===== src/rtl/onehot_decoder_seq.sv =====
// onehot_decoder_seq: registered one-hot/one-cold decoder with single-decode and sweep modes
module onehot_decoder_seq #(
  parameter int IN_W = 3,
  parameter bit ACTIVE_LOW = 1'b0,
  localparam int OUT_W = 2**IN_W
) (
  input  logic             clk,
  input  logic             rst,
  input  logic             in_valid,
  output logic             in_ready,
  input  logic             mode,
  input  logic [IN_W-1:0]  in,
  output logic [OUT_W-1:0] out,
  output logic             out_valid,
  input  logic             out_ready,
  output logic             sweep_done
);
  typedef enum logic {IDLE, SWEEP} state_t;
  localparam logic [OUT_W-1:0] idle_word = {OUT_W{ACTIVE_LOW}};
  localparam logic [IN_W-1:0] last = {IN_W{1'b1}};
  state_t state, state_next;
  logic [IN_W-1:0] cnt, cnt_next;
  logic [OUT_W-1:0] out_next;
  logic out_valid_next, sweep_done_next, accept, xfer;
  function automatic logic [OUT_W-1:0] decode(input logic [IN_W-1:0] c);
    logic [OUT_W-1:0] h;
    h = OUT_W'(1) << c;
    return ACTIVE_LOW ? ~h : h;
  endfunction
  assign in_ready = (state == IDLE) && (!out_valid || out_ready) && !rst;
  assign accept = in_valid && in_ready;
  assign xfer = out_valid && out_ready;
  // next state: accept loads a word, the final transfer of a sweep or an idle transfer empties the output, other sweep transfers advance
  always_comb begin
    state_next = state;
    cnt_next = cnt;
    out_next = out;
    out_valid_next = out_valid;
    sweep_done_next = 1'b0;
    if (accept) begin
      out_next = decode(in);
      out_valid_next = 1'b1;
      state_next = mode ? SWEEP : IDLE;
      cnt_next = mode ? in : cnt;
    end else if (xfer && (state == IDLE || cnt == last)) begin
      out_next = idle_word;
      out_valid_next = 1'b0;
      state_next = IDLE;
      sweep_done_next = (state == SWEEP);
    end else if (xfer) begin
      cnt_next = cnt + 1'b1;
      out_next = decode(cnt + 1'b1);
    end
  end
  // state and output registers with synchronous reset
  always_ff @(posedge clk) begin
    if (rst) begin
      state <= IDLE;
      cnt <= '0;
      out <= idle_word;
      out_valid <= 1'b0;
      sweep_done <= 1'b0;
    end else begin
      state <= state_next;
      cnt <= cnt_next;
      out <= out_next;
      out_valid <= out_valid_next;
      sweep_done <= sweep_done_next;
    end
  end
endmodule

===== config.mk =====
export PLATFORM = sky130hd
export DESIGN_NAME = onehot_decoder_seq
export DESIGN_NICKNAME = d
export VERILOG_FILES = /design/src/rtl/onehot_decoder_seq.sv
export SDC_FILE = /design/constraint.sdc
export NUM_CORES = 1
export LEC_CHECK = 0
export CORE_MARGIN = 5
export CORE_UTILIZATION = 49
export CTS_CLUSTER_DIAMETER = 60
export DETAILED_ROUTE_END_ITERATION = 8
export GPL_ROUTABILITY_DRIVEN = 0
export PLACE_DENSITY = 0.75
export SYNTH_ARGS = -nofsm -noshare
export SYNTH_HDL_FRONTEND = slang
export SYNTH_SLANG_ARGS = --single-unit
export TNS_END_PERCENT = 100

===== constraint.sdc =====
create_clock -name clk -period 2.74 [get_ports clk]
set_clock_uncertainty 0.2 [all_clocks]
set_input_delay 0.548 -clock clk [delete_from_list [all_inputs] [get_ports clk]]
set_output_delay 0.548 -clock clk [all_outputs]
set_load 0.005 [all_outputs]

==> qor.tcl <==
set qor(cts_made_buffers) 3
set qor(ys.flop_type) {dfxtp_1}
set qor(clock-sinks) 14
set qor(synthCells) 110
set qor(clock_latency_ns) 0.29
set qor(floorplan.io_pins) 19
set qor(route.antenna.remaining_nets) 0
set qor(grt_pass1_wl_um) 3539
set qor(mapped_avg_cell_area_um2) 8.224
set qor(worstPathRequired_ns) 1.99
set qor(insertedDiodeCount) 0
set qor(placed_area_um2) 1125
set qor(first_global_vias) 794
set qor(cts_tree) {done}
set qor(grt_overflow) 0
set qor(netlist.top_cell.by_area) {dfxtp_1}
set qor(final_core_utilization) 0.6652
set qor(worstPathBufferInverterCount) 2
set qor(grt_antenna_before_repair) 0
set qor(crit_path_frequent_cell) {clkdlybuf4s50_1}
set qor(instances_no_fill) 156
set qor(hpwl_um) 1620
set qor(synth.top_cell.area_share) 0.3098
set qor(final_hold_viol_count) 0
set qor(detail_route.vias_per_cell) 5.949
set qor(critical_path.max_fanout) 6
set qor(timing.critical_path.arrival_ns) 1.83
set qor(placedCellCount) 152
set qor(r2r-start) {cnt[0]}
set qor(final_min_period_over_clock_period) 0.9415
set qor(worst_hold_startpoint) {out[0]}
set qor(reg_clk_slew_reported_paths_ns) 0.09
set qor(leading_post_synthesis_cells_by_instance_count) {14 x dfxtp_1, 14 x nor2_1, 9 x nand2_1, 8 x a311oi_1, 7 x ha_1}
set qor(synthArstFlopShare) 0
set qor(cts_post_setup_buffers_inserted) 0
set qor(h-tree-depth) 1
set qor(hold_end) {out[0]}
set qor(cells_on_worst_reg2reg_path) 6
set qor(stdcell_area_um2) 1161
set qor(postSynthNetCount) 125
set qor(crit_family) {buffers and inverters}
set qor(ys_warn_count) 0
set qor(grt_max_degree) 18
set qor(maxCapViolations) 0
set qor(total_power_mw) 0.5206
set qor(synth.top_cells.by_area) {dfxtp_1 31%, ha_1 9.7%, a311oi_1 7.7%}
set qor(filler_cell_count) 153
set qor(postCtsHoldBufs) 0
set qor(synthesis.area_um2) 904.6
set qor(cell_row_count) 15
set qor(detailroute.via_count) 928
set qor(cp-start-kind) {input pin}
set qor(fin_nets) 147
set qor(route.detailed.wl_per_inst_um) 14.10
set qor(ctsRootBufferMaster) {clkbuf_4}
set qor(firstDrtPassIters) 4
set qor(rsz0062_at_grt) {false}
set qor(io_buffers) 18
set qor(worst_hold_path.num_cells) 2
set qor(synth-edff-count) 0
set qor(max_slew_margin) 0.5158
set qor(power_per_cell_area_nw_per_um2) 448.4
set qor(post-route-worst-setup-slack_ns) 0.1602
set qor(period_minus_slack_ns) 2.580
set qor(timing.hold.worst.class) {reg -> reg}
set qor(floorplan.initialDensity) 0.5183
set qor(drv_slew) 0
set qor(dr.first_iter.drc_count) 44
set qor(global_route.usage.total) 0.1707
set qor(core-area_um2) 1745
set qor(crit_type) {in -> out}
set qor(pre_cts_slack_ns) 0.1292
set qor(die_w_um) 52.97
set qor(crit_path_cell_trace) {clkdlybuf4s50_1 -> nor2b_1 -> nor3_1 -> clkdlybuf4s50_1}
set qor(timing.fmax_mhz) 387.6
set qor(cts_resized) 0
set qor(synth-seq-area-share) 0.3098
set qor(setup_viol_count_final) 0
set qor(worst_hold_slack_ns) 0.2995
set qor(vertical_die_dimension_um) 52.97
set qor(clock_path_buffers) 2
set qor(finalSetupTns_ns) 0
set qor(drcViolationCount) 0
set qor(synth_seq_cells) 14
set qor(fp.dieArea_um2) 2805
set qor(worstSetupEndpointType) {primary output}
set qor(peakVddDrop_uv) 270.3
set qor(timing.critical_path.slowest_cell_delay_ns) 0.56
set qor(r2r_setup_slack_ns) 0.61
set qor(synth_cell_type_count) 35
set qor(syn_to_final_growth_pct) 28.35
set qor(reg2reg_to) {out[7]}
set qor(outcome) {finished, final reports clean}
set qor(finalWirelength_um) 2199
set qor(layout_cells_sized_above_1) 0.1069
set qor(worstMarginPinSlew_ns) 0.7162
set qor(power.leakage_nw) 0.4198
set qor(critical-path-slowest-cell) {clkdlybuf4s50_1}
-- metal layers --
metal / share of wire / routed length [µm] / up-vias / GRT usage
li1: - / - / 453 / -
met1: 0.43 / 945 / 424 / 0.2224
met2: 0.47 / 1035 / 46 / 0.2707
met3: 0.082 / 180 / 5 / 0.03099
met4: 0.017 / 38 / 0 / 0.07660
met5: 0 / 0 / - / 0
-- worst max path at each step --
stage | slack (ns) | from | endpoint | cells past startpoint
floorplan | 0.44 | rst | out[4] | 6
CTS | 0.16 | out_ready | in_ready | 4
detailed placement | 0.13 | rst | out[4] | 5
global placement | 0.18 | in_valid | out[4] | 5
finish | 0.16 | out_ready | in_ready | 4
global route | 0.04 | out_ready | in_ready | 4
-- power by group --
group	internal [mW]	total, mW	switching (mW)	leakage, nW
Clock	0.0810	0.154	0.0734	0.0210
Sequential	0.219	0.233	0.0137	0.115
Combinational	0.0694	0.133	0.0637	0.284
Total	0.370	0.521	0.151	0.420
-- worst min-delay path: stages, from the launching register on --
cell and delay, ns:
dfxtp_1 0.32, nor2_1 0.09, a311oi_1 0.05
-- final cells by class --
type | count | area [µm²] | share of cell area
Timing Repair Buffer | 24 | 225.2 | 0.1940
Tap cell | 25 | 31.28 | 0.02694
Clock buffer | 4 | 36.28 | 0.03125
Multi-Input combinational cell | 86 | 576.8 | 0.4968
Inverter | 3 | 11.26 | 0.009698
Sequential cell | 14 | 280.3 | 0.2414
-- placed cells by master, fill, tap and decap left out, types with 2 or more instances in the layout --
cell type,count
nand2_1,9
o21ai_0,3
dfxtp_1,14
nand3b_1,2
nand2b_1,5
nor2b_1,2
nor2_1,14
clkbuf_4,3
a311oi_1,8
a211oi_1,2
inv_1,3
nand3_1,4
ha_1,7
clkdlybuf4s50_1,18
a21oi_1,5
nor3_1,6
nor4_1,2
buf_4,6
-- cell families after synthesis --
group / after synthesis / share of synthesized area
AO/OA/AOI/OAI: 25 / 0.2075
AND/OR/NAND/NOR: 54 / 0.3333
buffers and inverters: 10 / 0.05255
adder cells (fa/ha/maj): 7 / 0.09681
flip-flops: 14 / 0.3098
-- state kept, by name (all words and copies together) (netlist names) --
| signal | cells |
|---|---|
| cnt | 3 |
| out | 8 |
| sweep_done | 1 |
| out_valid | 1 |
| state | 1 |
No activity file was read; power rests on OpenSTA's default activity.
